**config.mk**
```make
export PLATFORM = sky130hd
export DESIGN_NAME = regfile_mp
export DESIGN_NICKNAME = d
export VERILOG_FILES = /design/src/rtl/regfile_mp.sv
export SDC_FILE = /design/constraint.sdc
export NUM_CORES = 1
export LEC_CHECK = 0
export CAP_MARGIN = 20
export CORE_MARGIN = 2
export CORE_UTILIZATION = 45
export CTS_CLUSTER_DIAMETER = 60
export CTS_CLUSTER_SIZE = 12
export DETAILED_ROUTE_END_ITERATION = 8
export DONT_BUFFER_PORTS = 1
export PLACE_DENSITY = 0.69
export RECOVER_POWER = 50
export SYNTH_ARGS = -nofsm -noshare
export SYNTH_HDL_FRONTEND = slang
export SYNTH_SLANG_ARGS = --single-unit
```
**constraint.sdc**
```tcl
create_clock -name clk_i -period 5.9 [get_ports clk_i]
set_input_delay 0.59 -clock clk_i [delete_from_list [all_inputs] [get_ports clk_i]]
set_output_delay 0.59 -clock clk_i [all_outputs]
set_load 0.01 [all_outputs]
```
**src/rtl/regfile_mp.sv**
```systemverilog
// regfile_mp: parametrised multi-read-port register file with registered read
// outputs, write-first bypass and a zero-fill clear sequence after reset.
// Optional feature macro: REGFILE_ZERO_REG_EN (entry 0 hardwired to zero).
module regfile_mp #(
  parameter int unsigned DATA_W = 32,
  parameter int unsigned ADDR_W = 5,
  parameter int unsigned NUM_RD = 2
) (
  input  logic                     clk_i,
  input  logic                     rst_n_i,
  input  logic [NUM_RD-1:0]        rd_en_i,
  input  logic [NUM_RD*ADDR_W-1:0] rd_addr_i,
  output logic [NUM_RD*DATA_W-1:0] rd_data_o,
  input  logic                     wr_en_i,
  input  logic [ADDR_W-1:0]        wr_addr_i,
  input  logic [DATA_W-1:0]        wr_data_i,
  output logic                     ready_o
);

  localparam int unsigned DEPTH = 2 ** ADDR_W;

  typedef enum logic [0:0] {StClear, StRun} state_e;

  state_e                     state_q, state_d;
  logic [ADDR_W-1:0]          clr_cnt_q, clr_cnt_d;
  logic [NUM_RD*DATA_W-1:0]   rd_data_q, rd_data_d;
  logic [DATA_W-1:0]          mem_q [DEPTH];

  logic                       mem_we;
  logic [ADDR_W-1:0]          mem_waddr;
  logic [DATA_W-1:0]          mem_wdata;
  logic                       wr_fire;
  logic [ADDR_W-1:0]          rd_addr;

  // A user write only lands in RUN; with the zero register, address 0 is never written.
`ifdef REGFILE_ZERO_REG_EN
  assign wr_fire = (state_q == StRun) && wr_en_i && (wr_addr_i != '0);
`else
  assign wr_fire = (state_q == StRun) && wr_en_i;
`endif

  // Next state, clear counter and array write port selection.
  always_comb begin
    state_d   = state_q;
    clr_cnt_d = clr_cnt_q;
    mem_we    = wr_fire;
    mem_waddr = wr_addr_i;
    mem_wdata = wr_data_i;
    unique case (state_q)
      StClear: begin
        mem_we    = 1'b1;
        mem_waddr = clr_cnt_q;
        mem_wdata = '0;
        clr_cnt_d = clr_cnt_q + ADDR_W'(1);
        if (clr_cnt_q == ADDR_W'(DEPTH - 1)) begin
          state_d = StRun;
        end
      end
      StRun: begin
        clr_cnt_d = clr_cnt_q;
      end
      default: state_d = StClear;
    endcase
  end

  // Per-port read data: hold when disabled, zero during clear, bypass on address match.
  always_comb begin
    rd_data_d = rd_data_q;
    rd_addr   = '0;
    for (int unsigned p = 0; p < NUM_RD; p++) begin
      rd_addr = rd_addr_i[p*ADDR_W +: ADDR_W];
      if (rd_en_i[p]) begin
        if (state_q != StRun) begin
          rd_data_d[p*DATA_W +: DATA_W] = '0;
        end else if (wr_fire && (rd_addr == wr_addr_i)) begin
          rd_data_d[p*DATA_W +: DATA_W] = wr_data_i;
        end else begin
          rd_data_d[p*DATA_W +: DATA_W] = mem_q[rd_addr];
        end
`ifdef REGFILE_ZERO_REG_EN
        if (rd_addr == '0) begin
          rd_data_d[p*DATA_W +: DATA_W] = '0;
        end
`endif
      end
    end
  end

  // Control state and read output registers, cleared asynchronously.
  always_ff @(posedge clk_i or negedge rst_n_i) begin
    if (!rst_n_i) begin
      state_q   <= StClear;
      clr_cnt_q <= '0;
      rd_data_q <= '0;
    end else begin
      state_q   <= state_d;
      clr_cnt_q <= clr_cnt_d;
      rd_data_q <= rd_data_d;
    end
  end

  // Storage array has no reset; the clear sequence zero-fills it instead.
  always_ff @(posedge clk_i) begin
    if (mem_we) begin
      mem_q[mem_waddr] <= mem_wdata;
    end
  end

  assign rd_data_o = rd_data_q;
  assign ready_o   = (state_q == StRun);

endmodule

```
Word level (Yosys, flattened, before mapping)

Memories as Yosys holds them, arrays and structs flattened.
Index checks and enable logic that the tools add are counted.

Output and inout port bits: 65
Input port bits: 52
Bits in writable memories: 1,024
Logic and storage cells: 24
Register bits: 70
Memories kept: 1

Memory list:

| name  | depth | bits a word | read ports | clocked after memory_dff | wr ports | line | RTL |
|---|---|---|---|---|---|---|---|
| mem_q | 32    | 32          | 2          | 0                        | 1        | 27   | `logic [DATA_W-1:0] mem_q [DEPTH];` |

Reduce and logical (&&, ||, !) cells: 3
Multiplexer cells: 12
Add/sub/neg operators: 1
Equal/unequal tests: 3

Operator list:

| operator                                    | count |
|---|---|
| 2-to-1 mux 32 bit                           | 5 |
| == test 5 bit                               | 2 |
| 2-to-1 mux 5 bit                            | 2 |
| adder 5 x 1 -> 5 bit, second input constant | 1 |
| == test 5 bit, second input constant        | 1 |
| 2-to-1 mux 1 bit                            | 5 |
| logical AND 1 bit                           | 3 |

Logic depth before layout (Yosys ltp)

Word-level depth: 4
Depth in mapped cells: 9
Mapped depth without buffers: 5

Worst setup path before layout

Ideal clock, no wire load.

Path type: flip-flop to flip-flop
Start: register state_q, in the netlist ready_o
End: memory mem_q[0][0], enable pin
Clock period less this slack: 3.151 ns
Path slack: 2.749 ns
Cell stages (with the launch flop): 7
Required time: 5.479 ns
Library setup time: 0.421 ns
Arrival: 2.730 ns
Buffers on the path: 2
Path through: dfrtp_1 > clkbuf_1 > clkbuf_1 > nand2_1 > o32ai_1 > nand2_1 > nor2_1

Cells in the longest elaborated chain, start to end: 4
Elaborated cells on any way between the ends: 5
Those cells by class: mux (4); reduce/logical (1)

RTL lines:

| item                                   | line | RTL |
|---|---|---|
| start, declared                        | 24   | `state_e state_q, state_d;` |
| start signal, assigned                 | 92   | `state_q <= StClear;` |
| start signal, assigned                 | 96   | `state_q <= state_d;` |
| logical AND 1 bit                      | 39   | `assign wr_fire = (state_q == StRun) && wr_en_i;` |
| 2-to-1 mux 1 bit                       | 49   | `unique case (state_q)` |
| 2-to-1 mux 1 bit                       | 104  | `if (mem_we) begin` |
| 2-to-1 mux 1 bit (implied by the code) | 105  | `mem_q[mem_waddr] <= mem_wdata;` |
| end, declared                          | 27   |  |

Parallel ways exist; a longest one is shown, timed or not.

Worst setup path after layout

Start: register state_q, in the netlist ready_o
End: memory mem_q[5][10], enable pin

The elaborated chain is that of the path after synthesis.

==> summary.txt <==
Outcome
  – Outcome: finished, violations left
  – Failing checks: capacitance limit, slew limit

Worst setup path
  – Crit end category: flop
  – Worst Path Arrival: between 4 and 5 ns
  – Setup Crit Path Kind: flop to flop
  – Critical path peak fanout: 52
  – Critical path, cell by cell: buf_4, nor3b_1, a21oi_1, nor2_1, buf_4
  – Slowest CP cell: a21oi_1
  – CP startpoint kind: flop
  – Worst path max stage delay: about 1.2 ns
  – Worst path required time: approximately 6.2 ns
  – Critical path's most frequent cell: buf_4

STA
  – # setup viols final: 0
  – Fin crit period: between 3 and 4 ns
  – Worst Tran Pin Value: 1.84 ns
  – RSZ-0062 raised after global routing: no
  – Final Hold Fails: 0
  – Max frequency: approximately 270 MHz
  – Slew Limit Fails: approximately 140
  – Setup_tns: 0 ns
  – Relative slew slack: -22.8%
  – Final Skew: approximately 0.024 ns
  – Final period util: 63.0%

Power and ir drop
  – Leakage: approximately 17 nW
  – Power density over the cells: about 290 nW/µm²
  – Max VDD drop: 0.000250 V

Finish
  – Fill count: around 8,600
  – Area Overhead vs Synth: 9.56%
  – Area of the multi-input gates: 16,300 µm²
  – Non-Filler Instances: slightly above 4,000
  – Final #Nets: ~2,600
  – Share of cells above drive strength 1: roughly 28%
  – Seq. cell area: about 33,000 µm²

Run
  – Max cap viols: 5

Detailed routing
  – Post-Route M1 WL: 53,300 µm
  – Met2 WL post-DR: roughly 69,000 µm
  – Vias: between 20,000 and 30,000
  – Antenna viol nets, final: 0
  – DR vias/cell: approximately 7.1
  – DRT Pass-1 Iters: 6
  – Initial DRC Count: ~4,000
  – WL/cell: about 38 µm
  – Routed length on met3: approximately 26,000 µm
  – Number of remaining DRC errors: 0
  – DRT Wirelength: roughly 160,000 µm
  – Top Metal Used: met5

Clock tree
  – Clk pin slew, worst setup/hold paths: roughly 0.06 ns
  – Sink Count: 1,094
  – Clk_lat worst skew: roughly 0.70 ns
  – CTS max path bufs: 3
  – CTS tree: yes
  – Post-CTS Hold Buffers: 6
  – Post-CTS Resized: 0
  – H-tree Lvls: 3
  – CTS Root Cell: clkbuf_16
  – Setup bufs post-CTS: 0
  – CTS buffer count: roughly 100

Yosys
  – Largest area contributor in the netlist: edfxtp_1
  – Mapped Nets: about 2,700
  – Asr flop ratio synth: between 6 and 7%
  – Seq/Total Area, Yosys: about two thirds
  – Synth Area per Inst: roughly 19 µm²
  – Yosys warns: 0
  – Ys flop type: edfxtp_1
  – Post-synth cell types: 35
  – Top post-synthesis cells by area: edfxtp_1 (62%), mux4_2 (23%), dfrtp_1 (3.5%)
  – Post-synth EDFFs: slightly above 1,000
  – Synthesized flop and latch total: 1,094
  – Synth top area share: about 62%
  – Post-Syn Area: 49,700 µm²
  – Post-Syn Instances: about 2,600

Floorplan
  – Die height: 336 µm
  – IO Pins: 117
  – Row count: roughly 120
  – Core area: approximately 110,000 µm²
  – Initial core utilization: between 40% and 50%
  – Die area: 113,000 µm²
  – Die Width: ~340 µm

Place
  – Post-DP HPWL: slightly below 90,000 µm
  – # port buffers: 0
  – Dpl cells: around 3,900
  – Placer Congestion: around 0.86

Global routing
  – Initial antenna violation count: 6
  – Vias in the first global route: around 30,000
  – Global-route wire length before repair: between 200,000 and 250,000 µm
  – Pin count of the biggest net entering global routing: 240
  – GRT Total Usage: between 20% and 30%
  – GRT Residual Overflow: 0

Hold path
  – Worst min path class: primary input to flop
==> placed cells by master, fill, tap and decap left out, types with 25 or more instances in the layout <==
cell type,count
clkbuf_1,89
nor2_1,110
clkbuf_16,106
edfxtp_1,1024
dfrtp_1,70
and2_0,30
a22oi_1,64
nand2_1,81
o22ai_1,231
a31oi_1,64
mux2i_1,25
a21oi_1,27
o21ai_0,65
nor2_4,30
buf_4,50
mux4_2,512
==> critical path, delay by kind of cell (launching register included) <==
| kind | cells | cell delay, ns |
|---|---|---|
| buffers and inverters | 2 | 1.07 |
| AOI/OAI and AO/OA | 1 | 1.23 |
| DFF | 1 | 0.51 |
| and+or+nand+nor | 2 | 0.46 |
==> final cells by class <==
type / count / area share [%]
Antenna cell: 7 / 0.0322
Sequential cell: 1094 / 59.7
Inverter: 5 / 0.0345
Clock inverter: 14 / 0.234
Multi-Input combinational cell: 1298 / 30.0
Clock buffer: 168 / 5.35
Timing Repair Buffer: 90 / 1.25
Tap cell: 1476 / 3.39
==> routing by layer <==
| layer | global-route usage [%] | vias to the layer above |
|---|---|---|
| li1 | - | 11200 |
| met1 | 35.4 | 15400 |
| met2 | 40.6 | 2338 |
| met3 | 12.0 | 460 |
| met4 | 12.0 | 4 |
| met5 | 0.468 | - |
==> power breakdown <==
part | internal (mW) | switching (mW)
sequential | 8.57 | 0.152
combinational | 0.469 | 0.633
clock | 3.37 | 2.86
total | 12.4 | 3.64
==> flip-flops by register name, indices dropped and copies added, names as in the netlist <==
signal and cells:
mem_q 1024, rd_data_o 64, clr_cnt_q 5, ready_o 1
==> per-stage QoR <==
stage / instance area, µm² / power (mW) / hold WS [ns] / util, % / setup WS [ns]
after CTS: 54400 / 16.1 / 0.00175 / 49.8 / 2.60
after global placement: 51100 / 9.87 / 0.297 / 46.8 / 2.61
final: 54400 / 16.1 / 0.0306 / 49.9 / 2.18
after global routing: 54400 / 16.4 / 0.0174 / 49.9 / 2.12
after floorplan: 49700 / 9.67 / 0.294 / - / 2.75
after detailed placement: 51200 / 9.91 / 0.297 / 46.9 / 2.62
==> cells by family after synthesis <==
logic type,share of synthesized area (%)
flops,65.4
compound gates,5.78
fa+ha+maj,0.0504
simple gates,2.42
mux,23.8
xor+xnor,0.229
buf+inv,2.36
==> worst paths after layout <==
path,endpoint,slack [ns],start,cells after the start
max in group asynchronous,rd_data_o[21],4.95,rst_n_i,2
setup reg to reg,mem_q[5][10],2.18,ready_o,5
hold reg to reg,clr_cnt_q[2],0.50,clr_cnt_q[2],1
hold / removal,rd_data_o[30],0.03,rd_en_i[0],1
min in group asynchronous,rd_data_o[13],0.45,rst_n_i,2
setup / recovery,mem_q[5][10],2.18,ready_o,5
==> synth_stat cells (4+ instances only) <==
| cell | number |
|---|---|
| a21oi_1 | 27 |
| a22oi_1 | 64 |
| a31oi_1 | 69 |
| and2_1 | 32 |
| buf_1 | 4 |
| buf_2 | 67 |
| buf_4 | 44 |
| buf_6 | 10 |
| clkbuf_1 | 94 |
| dfrtp_1 | 70 |
| edfxtp_1 | 1024 |
| inv_1 | 5 |
| mux2i_1 | 25 |
| mux4_2 | 512 |
| nand2_1 | 83 |
| nand2b_1 | 11 |
| nor2_1 | 140 |
| o21ai_0 | 65 |
| o22ai_1 | 231 |
| or2_2 | 5 |
| xnor2_1 | 5 |
| xor2_1 | 8 |
(Power assumes the default switching activity.)
